[src/rtl/fetch_if_id.sv]
// Instruction-fetch stage with IF/ID pipeline register.
// Holds the PC, drives the instruction-memory address, registers each fetched
// instruction together with its PC, honours hazard-unit holds, redirects on
// decode-stage branches, stops on a HALT opcode and keeps fetch/stall counters.
module fetch_if_id #(
  parameter int unsigned        ADDR_W    = 16,
  parameter int unsigned        INSTR_W   = 32,
  parameter logic [ADDR_W-1:0]  RESET_PC  = '0,
  parameter logic [INSTR_W-1:0] NOP_INSTR = '0,
  parameter logic [3:0]         HALT_OP   = 4'hF
) (
  input  logic               clk,
  input  logic               rst_n,
  input  logic               hold_pc,
  input  logic               hold_if_id,
  input  logic               branch_taken,
  input  logic [ADDR_W-1:0]  branch_target,
  output logic [ADDR_W-1:0]  imem_addr,
  input  logic [INSTR_W-1:0] imem_data,
  output logic [INSTR_W-1:0] if_id_instr,
  output logic [ADDR_W-1:0]  if_id_pc,
  output logic               if_id_valid,
  output logic               halted,
  output logic [31:0]        fetch_count,
  output logic [31:0]        stall_count
);

  localparam logic [1:0] StBoot = 2'd0;
  localparam logic [1:0] StRun  = 2'd1;
  localparam logic [1:0] StHalt = 2'd2;

  logic [1:0]         state_q, state_d;
  logic [ADDR_W-1:0]  pc_q, pc_d;
  logic [INSTR_W-1:0] instr_q, instr_d;
  logic [ADDR_W-1:0]  ipc_q, ipc_d;
  logic               valid_q, valid_d;
  logic [31:0]        fetch_cnt_q, fetch_cnt_d;
  logic [31:0]        stall_cnt_q, stall_cnt_d;

  logic               pc_hold;
  logic [3:0]         fetch_op;

  // An IF/ID hold always stalls the PC too, so nothing is lost in the hold.
  assign pc_hold  = hold_pc | hold_if_id;
  assign fetch_op = imem_data[INSTR_W-1 -: 4];

  // Next-state logic: priority is IF/ID hold, branch, PC-only hold, fetch.
  always_comb begin
    state_d     = state_q;
    pc_d        = pc_q;
    instr_d     = instr_q;
    ipc_d       = ipc_q;
    valid_d     = valid_q;
    fetch_cnt_d = fetch_cnt_q;
    stall_cnt_d = stall_cnt_q;

    case (state_q)
      StBoot: begin
        // One idle cycle after reset release; IF/ID keeps its reset bubble.
        state_d = StRun;
      end

      StRun: begin
        if (pc_hold) begin
          stall_cnt_d = stall_cnt_q + 32'd1;
        end

        if (hold_if_id) begin
          // Branch in decode is held and will present again; ignore it now.
        end else if (branch_taken) begin
          // Squash the wrong-path fetch sitting on imem_data this cycle.
          pc_d    = branch_target;
          instr_d = NOP_INSTR;
          ipc_d   = pc_q;
          valid_d = 1'b0;
        end else if (hold_pc) begin
          instr_d = NOP_INSTR;
          ipc_d   = pc_q;
          valid_d = 1'b0;
        end else begin
          instr_d     = imem_data;
          ipc_d       = pc_q;
          valid_d     = 1'b1;
          pc_d        = pc_q + ADDR_W'(1);
          fetch_cnt_d = fetch_cnt_q + 32'd1;
          if (fetch_op == HALT_OP) begin
            state_d = StHalt;
          end
        end
      end

      StHalt: begin
        // The HALT instruction may still be held in IF/ID; drain it once
        // the hold drops, then keep feeding bubbles.
        if (!(hold_if_id && valid_q)) begin
          instr_d = NOP_INSTR;
          ipc_d   = pc_q;
          valid_d = 1'b0;
        end
      end

      default: begin
        state_d = StBoot;
      end
    endcase
  end

  // State registers with asynchronous active-low reset.
  always_ff @(posedge clk or negedge rst_n) begin
    if (!rst_n) begin
      state_q     <= StBoot;
      pc_q        <= RESET_PC;
      instr_q     <= NOP_INSTR;
      ipc_q       <= '0;
      valid_q     <= 1'b0;
      fetch_cnt_q <= '0;
      stall_cnt_q <= '0;
    end else begin
      state_q     <= state_d;
      pc_q        <= pc_d;
      instr_q     <= instr_d;
      ipc_q       <= ipc_d;
      valid_q     <= valid_d;
      fetch_cnt_q <= fetch_cnt_d;
      stall_cnt_q <= stall_cnt_d;
    end
  end

  // Output mapping.
  always_comb begin
    imem_addr   = pc_q;
    if_id_instr = instr_q;
    if_id_pc    = ipc_q;
    if_id_valid = valid_q;
    halted      = (state_q == StHalt);
    fetch_count = fetch_cnt_q;
    stall_count = stall_cnt_q;
  end

endmodule
[config.mk]
export PLATFORM = sky130hd
export DESIGN_NAME = fetch_if_id
export DESIGN_NICKNAME = d
export VERILOG_FILES = /design/src/rtl/fetch_if_id.sv
export SDC_FILE = /design/constraint.sdc
export NUM_CORES = 1
export LEC_CHECK = 0
export CAP_MARGIN = 10
export CORE_MARGIN = 3
export CORE_UTILIZATION = 25
export CTS_BUF_LIST = sky130_fd_sc_hd__clkbuf_2 sky130_fd_sc_hd__clkbuf_4 sky130_fd_sc_hd__clkbuf_8
export CTS_CLUSTER_DIAMETER = 80
export CTS_CLUSTER_SIZE = 16
export DETAILED_ROUTE_END_ITERATION = 7
export PLACE_DENSITY = 0.6
export SLEW_MARGIN = 20
export SYNTH_ARGS = -nofsm -noshare
export SYNTH_HDL_FRONTEND = slang
export SYNTH_SLANG_ARGS = --single-unit
[constraint.sdc]
create_clock -name clk -period 3.5 [get_ports clk]
set_input_delay 0.7 -clock clk [delete_from_list [all_inputs] [get_ports clk]]
set_output_delay 0.7 -clock clk [all_outputs]
set_load 0.1 [all_outputs]
# Word level (Yosys, flattened, before mapping)
# Index checks and enable logic that the tools add are counted.
# word_totals
output_inout_bits,130
in_bits,53
reg_bits,131
word_cells,52
# op_classes
n_reduce_logical,8
bitwise,5
muxes,20
n_eq_ne,9
addsub,3
# op_table
operator,n
2-to-1 mux 32 bit,4
"adder 32 x 1 -> 32 bit, second input constant",2
2-to-1 mux 16 bit,4
case mux 32 bit (2 select lines),1
case mux 16 bit (2 select lines),1
"adder 16 x 1 -> 16 bit, second input constant",1
"!= test 2 bit, second input constant",5
2-to-1 mux 2 bit,4
case mux 2 bit (3 select lines),1
AND reduction 3 bit,2
AND reduction 5 bit,1
"equality test 4 bit, second input constant",1
2-to-1 mux 1 bit,4
NOT 1 bit,4
AND reduction 4 bit,1
"equality test 2 x 1 -> 1 bit, second input constant",1
"equality test 2 bit, second input constant",1
zero test 2 bit,1
"!= test 2 x 1 -> 1 bit, second input constant",1
case mux 1 bit (2 select lines),1
AND reduction 2 bit,1
nonzero test 2 bit,1
logical AND 1 bit,1
bitwise OR 1 bit,1

# Longest topological paths before layout
# logic_depth
depth_word,6
ltp_mapped,6
mapped_depth_nobuf,6

# Worst setup path after synthesis
# No wires, ideal clock.
# synth_path
path_kind,register -> register
start,register state_q[0]
end,"register ipc_q[10], in the netlist if_id_pc[10]"
stages_incl_launch_ff,5
t_arrival_ps,2701
setup_ps,128
path_buffers,1
synth_period_minus_slack_ps,2830
slack_ps,670
cell_sequence,dfrtp_1 > nor2b_1 > a21oi_1 > buf_2 > mux2_1
# synth_via
elab_chain_cells,3
word_cells_on_any_way,7
cone_classes,eq/ne (4); mux (1); reduce/logical (2)
# synth_rtl
item,line_no,source
"start, declared",32,"logic [1:0] state_q, state_d;"
"start signal, assigned",111,state_q <= StBoot;
"start signal, assigned",119,state_q <= state_d;
equality test 2 bit *,n/a,
named net halted,23,"output logic halted,"
!= test 2 bit (no line) / nonzero test 2 bit (equally long branches),n/a,
AND reduction 3 bit (no line),n/a,
"end signal, assigned",122,ipc_q <= ipc_d;
"end, declared",35,"logic [ADDR_W-1:0] ipc_q, ipc_d;"
# The timed path passes the listed nets; every way through them passes the cells marked *.
# A chain may end at the register's enable or synchronous reset.

# Worst setup path in the final report
# layout_path
start,"register fetch_cnt_q[24], in the netlist fetch_count[24]"
end,output fetch_count[24]
# layout_rtl
item,line_no,source
"start, declared",37,"logic [31:0] fetch_cnt_q, fetch_cnt_d;"
"start signal, assigned",124,fetch_cnt_q <= fetch_cnt_d;
"end, declared",24,"output logic [31:0] fetch_count,"
# No word-level cell between the ends.

==> impl_metrics.prom <==
# TYPE chip_impl_metric gauge
chip_impl_metric{name="irDropWorstVdd",unit="µV"} 446
chip_impl_metric{name="power.share.sequential",unit="%"} 35.4
chip_impl_metric{name="max_stage_delay",unit="ns"} 1.18
chip_impl_metric{name="grt_pass1_vias",unit=""} 4569
chip_impl_metric{name="postRouteAntennaNets",unit=""} 0
chip_impl_metric{name="cts_hold_repair.buffers",unit=""} 0
chip_impl_metric{name="grt_util_met2",unit="%"} 19.8
chip_impl_metric{name="critical_path_required",unit="ns"} 2.80
chip_impl_metric{name="via_count",unit=""} 4501
chip_impl_info{name="critical-path-top-delay-family",value="buffers and inverters"} 1
chip_impl_metric{name="globalRouteTotalUtil",unit="%"} 12.9
chip_impl_metric{name="dr_vias_cell",unit=""} 4.56
chip_impl_metric{name="wire_per_inst",unit="µm"} 16.0
chip_impl_info{name="cts-root-buf",value="clkbuf_8"} 1
chip_impl_info{name="cts_tree",value="yes"} 1
chip_impl_metric{name="post_route_design_area",unit="mm²"} 0.00822
chip_impl_info{name="critPathSlowestCell",value="clkdlybuf4s50_1"} 1
chip_impl_metric{name="rows",unit=""} 54
chip_impl_metric{name="relSlewSlack",unit="%"} 33.1
chip_impl_metric{name="fin_nets",unit=""} 749
chip_impl_metric{name="hold_viol",unit=""} 0
chip_impl_metric{name="powerDensity",unit="mW/mm²"} 652
chip_impl_metric{name="setup-violations-final",unit=""} 0
chip_impl_metric{name="worst-path-buf-inv",unit=""} 1
chip_impl_metric{name="syn_nets",unit=""} 557
chip_impl_metric{name="maxClockFrequency",unit="MHz"} 362
chip_impl_info{name="regToRegStartpoint",value="state_q[1]"} 1
chip_impl_metric{name="worstPathMaxFanout",unit=""} 5
chip_impl_info{name="global_route.peak_usage_layer",value="met2"} 1
chip_impl_metric{name="yosys_warnings",unit=""} 0
chip_impl_metric{name="drt_first_iter_violations",unit=""} 169
chip_impl_metric{name="detail_route.drc_violations",unit=""} 0
chip_impl_metric{name="syn_area",unit="mm²"} 0.00575
chip_impl_metric{name="max-cap-violations",unit=""} 0
chip_impl_metric{name="flow.area_growth_from_synthesis",unit="%"} 43.0
chip_impl_metric{name="rrSetupSlack",unit="ns"} 1.34
chip_impl_metric{name="wire_length_after_detailed_routing",unit="µm"} 15800
chip_impl_metric{name="antennaDiodeCount",unit=""} 0
chip_impl_info{name="timing.hold.worst.class",value="in -> async"} 1
chip_impl_metric{name="min_period",unit="ns"} 2.77
chip_impl_metric{name="design_power",unit="W"} 0.00536
chip_impl_metric{name="final_util",unit="%"} 37.0
chip_impl_info{name="r2r-end",value="if_id_instr[12]"} 1
chip_impl_metric{name="synthCells",unit=""} 501
chip_impl_metric{name="postPlaceCellArea",unit="mm²"} 0.00780
chip_impl_metric{name="drt_first_pass_iters",unit=""} 4
chip_impl_metric{name="core_area",unit="mm²"} 0.0222
chip_impl_info{name="setup.worst_path.start_class",value="register"} 1
chip_impl_metric{name="worstSkewPairLatency",unit="ns"} 0.43
chip_impl_info{name="worst_path_class_setup",value="reg -> out"} 1
chip_impl_metric{name="globalRouteMet3Util",unit="%"} 4.37
chip_impl_metric{name="clockPowerShare",unit="%"} 25.6
chip_impl_metric{name="synth-seq-cells",unit=""} 131
chip_impl_metric{name="global_route.usage.met1",unit="%"} 17.3
chip_impl_metric{name="reg2regPathDepth",unit=""} 5
chip_impl_metric{name="worstMarginPinSlew",unit="ns"} 1.00
chip_impl_metric{name="first_pass_grt_wire_length",unit="µm"} 25300
chip_impl_metric{name="synth.lib_cells_used.distinct",unit=""} 45
chip_impl_metric{name="buffer_ports.inserted",unit=""} 182
chip_impl_metric{name="place_congestion",unit=""} 0.745
chip_impl_metric{name="postCtsResizedCells",unit=""} 0
chip_impl_metric{name="yosysSeqAreaShare",unit="%"} 57.0
chip_impl_metric{name="die_area",unit="mm²"} 0.0248
chip_impl_metric{name="clock_skew",unit="ns"} 0.0124
chip_impl_metric{name="cts_setup_buffers",unit=""} 0
chip_impl_metric{name="synthesis.area_per_instance",unit="µm²"} 11.5
chip_impl_metric{name="p_leak",unit="nW"} 3.71
chip_impl_metric{name="count_of_clock_tree_sinks",unit=""} 131
chip_impl_metric{name="clock_edge_transition_at_the_registers_on_the_reported_setup_and_hold_paths",unit="ns"} 0.08
chip_impl_metric{name="post-route-period-util",unit="%"} 79.0
chip_impl_metric{name="htreeDepth",unit=""} 4
chip_impl_metric{name="maxSlewViolCount",unit=""} 0
chip_impl_metric{name="die_w",unit="µm"} 158
chip_impl_metric{name="grt_antenna_before_repair",unit=""} 1
chip_impl_metric{name="cell_internal_pwr",unit="W"} 0.00288
chip_impl_metric{name="i_o_pin_total",unit=""} 183
chip_impl_metric{name="aggregate_negative_setup_slack",unit="ns"} 0
chip_impl_metric{name="die-height",unit="µm"} 158
chip_impl_metric{name="pin_count_of_the_biggest_net_entering_global_routing",unit=""} 62
chip_impl_metric{name="drive_above_1_share",unit="%"} 16.9
chip_impl_metric{name="p_switching",unit="W"} 0.00248
chip_impl_info{name="rsz_0062_raised_after_global_routing",value="false"} 1
chip_impl_metric{name="swShare",unit="%"} 46.3
chip_impl_metric{name="hold_ws",unit="ns"} 0.230
chip_impl_metric{name="start_util",unit="%"} 25.9
chip_impl_metric{name="critical_path_arrival",unit="ns"} 2.07
chip_impl_info{name="setup.worst_path.end_class",value="primary output"} 1
chip_impl_info{name="run_status",value="finished, final reports clean"} 1
chip_impl_metric{name="global_route.overflow_total",unit=""} 0
chip_impl_metric{name="hpwl",unit="µm"} 11300
chip_impl_metric{name="buffer_levels_on_the_longest_clock_path",unit=""} 2
chip_impl_metric{name="numCtsBuffers",unit=""} 17
chip_impl_info{name="timing.critical_path.cells",value="clkdlybuf4s50_1"} 1
chip_impl_metric{name="combinationalPowerShare",unit="%"} 39.0
placed cells by master (no fill, tap or decap), types with 6 or more instances in the layout:
master	instances
xor2_1	31
a22o_1	32
inv_1	11
nand2_1	42
clkdlybuf4s50_1	129
nor2_1	34
dfrtp_1	131
and3_1	10
mux2_1	7
o22ai_1	10
o21ai_0	6
mux2_2	10
nor3_1	15
xnor2_1	31
and4_1	6
or3_1	6
clkbuf_8	17
nand3_1	31
nand4_1	16
buf_4	58
a21oi_1	11
routing by layer:
metal  share of wire, %  vias to the layer above
met1                 46                     2159
met5              0.082                        -
met3                7.3                       14
met2                 45                      141
met4                1.2                        2
li1                   -                     2185
power groups by stage:
stage	Sequential (W)	Clock [W]	Combinational, W
floorplan	0.00314	0	0.000315
CTS	0.00190	0.00145	0.00211
global route	0.00193	0.00150	0.00217
finish	0.00190	0.00137	0.00209
global placement	0.00192	0	0.00210
detailed placement	0.00192	0	0.00210
flip-flops by register name, indices dropped and copies added, names as in the netlist:
name	cells
if_id_valid	1
imem_addr	16
if_id_pc	16
state_q	2
fetch_count	32
stall_count	32
if_id_instr	32
how the worst max path moves through the flow:
stage / depth (start not counted) / from / to / slack [ns]
6_report: 1 / fetch_count[24] / fetch_count[24] / 0.73
5_1_grt: 1 / fetch_count[24] / fetch_count[24] / 0.66
4_1_cts: 1 / fetch_count[14] / fetch_count[14] / 0.70
3_5_place_dp: 6 / hold_if_id / stall_count[20] / 0.70
3_3_place_gp: 6 / hold_if_id / fetch_count[30] / 0.77
2_1_floorplan: 4 / state_q[0] / if_id_pc[10] / 0.67
synthesized netlist by cell type, drive strengths merged:
cell,number,area [µm²]
o21bai,1,7.51
nor4,4,76.3
and4,6,52.6
or3,6,37.5
dfrtp,131,3280
a21oi,12,60.1
a221o,2,20.0
mux2,17,191
nand2b,1,6.26
xnor2,31,272
clkbuf,7,26.3
and3,10,62.6
mux2i,3,30.0
nor3,18,111
nand3,32,165
nand2,42,158
a22o,32,280
nand4,16,100
o22a,2,17.5
o22ai,10,62.6
a31oi,1,6.26
ha,3,37.5
xor2,31,272
and4b,1,10.0
inv,11,41.3
nand4b,1,15.0
nor2,38,153
o21a,2,15.0
or2,2,12.5
a311oi,1,8.76
nor2b,4,25.0
or4,1,11.3
a41o,1,10.0
a21o,4,30.0
buf,9,42.5
and2,2,12.5
o21ai,6,30.0
stage by stage:
| step | instances | setup WS [ns] |
|---|---|---|
| floorplan | 501 | 0.670 |
| global placement | 954 | 0.767 |
| detailed placement | 954 | 0.704 |
| CTS | 986 | 0.701 |
| global route | 986 | 0.660 |
| finish | 986 | 0.735 |
area by class of cell:
| class | count | area [µm²] |
|---|---|---|
| sequential | 131 | 3280 |
| clock buffer | 17 | 234 |
| clock inverter | 15 | 181 |
| multi-input combinational | 343 | 2380 |
| timing repair buffer | 189 | 1760 |
| inverter | 11 | 41.3 |
| fill | 2179 | 14000 |
| tap | 280 | 350 |
cell families (layout without fill, tap and decap cells):
kind of cell	count (synthesis)	count (layout)	synth area share (%)
XOR/XNOR	62	62	9.45
adder cells (fa/ha/maj)	3	3	0.653
AND/OR/NAND/NOR	184	184	17.5
multiplexers	20	20	3.85
flip-flops	131	131	57.0
AO/OA/AOI/OAI	74	74	9.54
buffers and inverters	27	232	1.92
Note: power is estimated with default switching activity, not from simulation.
==> patch: new RTL, same flow settings <==
The parameter `INSTR_W` goes from 32 to 48.
--- a/src/rtl/fetch_if_id.sv
+++ b/src/rtl/fetch_if_id.sv
@@ -4,7 +4,7 @@
 // decode-stage branches, stops on a HALT opcode and keeps fetch/stall counters.
 module fetch_if_id #(
   parameter int unsigned        ADDR_W    = 16,
-  parameter int unsigned        INSTR_W   = 32,
+  parameter int unsigned        INSTR_W   = 48,
   parameter logic [ADDR_W-1:0]  RESET_PC  = '0,
   parameter logic [INSTR_W-1:0] NOP_INSTR = '0,
   parameter logic [3:0]         HALT_OP   = 4'hF
Ports: changed (resized if_id_instr and imem_data); port bits go from 183 to 215. The function was not compared with the original's and may differ.
==> patch against the original RTL <==
- routed wire length grew 19%
- utilization shrank 0.41 points
- cell area grew 13%
- clock power shrank 3%
- power grew 6.3%
- sequential cell count grew 16
- setup slack gained 0.047 ns
- synthesized area grew 14%
- critical path type unchanged
- critical endpoint is now stall_count[21]
- largest cell class unchanged
- largest power group unchanged
==> patch: results (changes against the original RTL) <==
first_pass_iters: 6  # was 4
clock_latency_ns: 0.45  # was 0.43 ns
ys_top_cells_by_area: "dfrtp_1 56%, a22o_1 5.5%, xnor2_1 5.1%"  # was dfrtp_1 57%, a22o_1 4.9%, xnor2_1 4.7%
wl_per_cell_um: 16.8  # was 16.0 µm
avgSynthCellArea_um2: 11.6  # was 11.5 µm²
synthAdderAreaFrac_pct: 0.571  # was 0.653%
muxShareOfSynthArea_pct: 3.81  # was 3.85%
hpwl_um: 13500  # was 11300 µm
syn_nets: 637  # was 557
ys_types: 53  # was 45
grt_usage_pct: 13.4  # was 12.9%
status: "finished clean"  # unchanged
dr_wl_met3_um: 1370  # was 1160 µm
crit_arrival_ns: 2.02  # was 2.07 ns
fin_cells: 1123  # was 986
dp_slack_ns: 0.673  # was 0.704 ns
seq_area_frac_synth_pct: 56.0  # was 57.0%
drtIter0Drc: 323  # was 169
fin_skew_ns: 0.0204  # was 0.0124 ns
wl_met2_um: 8600  # was 7110 µm
ir_drop_v: 0.000529  # was 0.000446 V
vias: 5303  # was 4501
maxSlewHeadroom_pct: 33.2  # was 33.1%
place_congestion: 0.756  # was 0.745
p_leak_nw: 4.02  # was 3.71 nW
patch: cell count changes after synthesis, moves of 8 or more:
cell      delta
nor2_1      -23
nor4_1      +19
dfrtp_1     +16
nand4_1     +10
a22o_1       +9
clkbuf_1     +8
patch: metal layers:
metal  GRT usage, %  vias up
li1               -     2526
met1           17.8     2588
met2           20.7      168
met3           4.58       19
met4           3.70        2
met5              0        -
patch: through the flow:
stage	instance area, µm²	hold WS [ns]
2_1_floorplan	6570	0.404
5_1_grt	9320	0.297
6_report	9320	0.278
3_5_place_dp	8920	0.463
3_3_place_gp	8920	0.458
4_1_cts	9320	0.279
patch: cells by family (layout without fill, tap and decap cells):
group                    Yosys count  in the layout
XOR/XNOR                          62             62
AND/OR/NAND/NOR                  202            202
buffers and inverters             37            265
AO/OA/AOI/OAI                     91             91
flip-flops                       147            147
multiplexers                      23             23
adder cells (fa/ha/maj)            3              3
patch: area by class of cell:
cell class,count,share of cell area (%)
Clock buffer,20,2.89
Tap cell,330,4.43
Timing Repair Buffer,225,22.1
Multi-Input combinational cell,381,29.4
Clock inverter,12,1.32
Sequential cell,147,39.5
Inverter,8,0.322
patch: report_power, final:
part / switching [mW] / internal [mW] / total (mW)
Clock: 0.710 / 0.620 / 1.33
Combinational: 1.72 / 0.520 / 2.24
Sequential: 0.244 / 1.88 / 2.13
Total: 2.68 / 3.02 / 5.70
patch: final timing paths:
path / startpoint / end / slack (ns) / depth (start not counted)
min in group clk: stall_count[31] / stall_count[31] / 0.47 / 1
min reg2reg: stall_count[31] / stall_count[31] / 0.47 / 1
max: stall_count[21] / stall_count[21] / 0.78 / 1
max reg2reg: state_q[1] / fetch_count[30] / 1.47 / 5
min: rst_n / stall_count[17] / 0.28 / 1
max in group asynchronous: rst_n / imem_addr[0] / 2.37 / 2
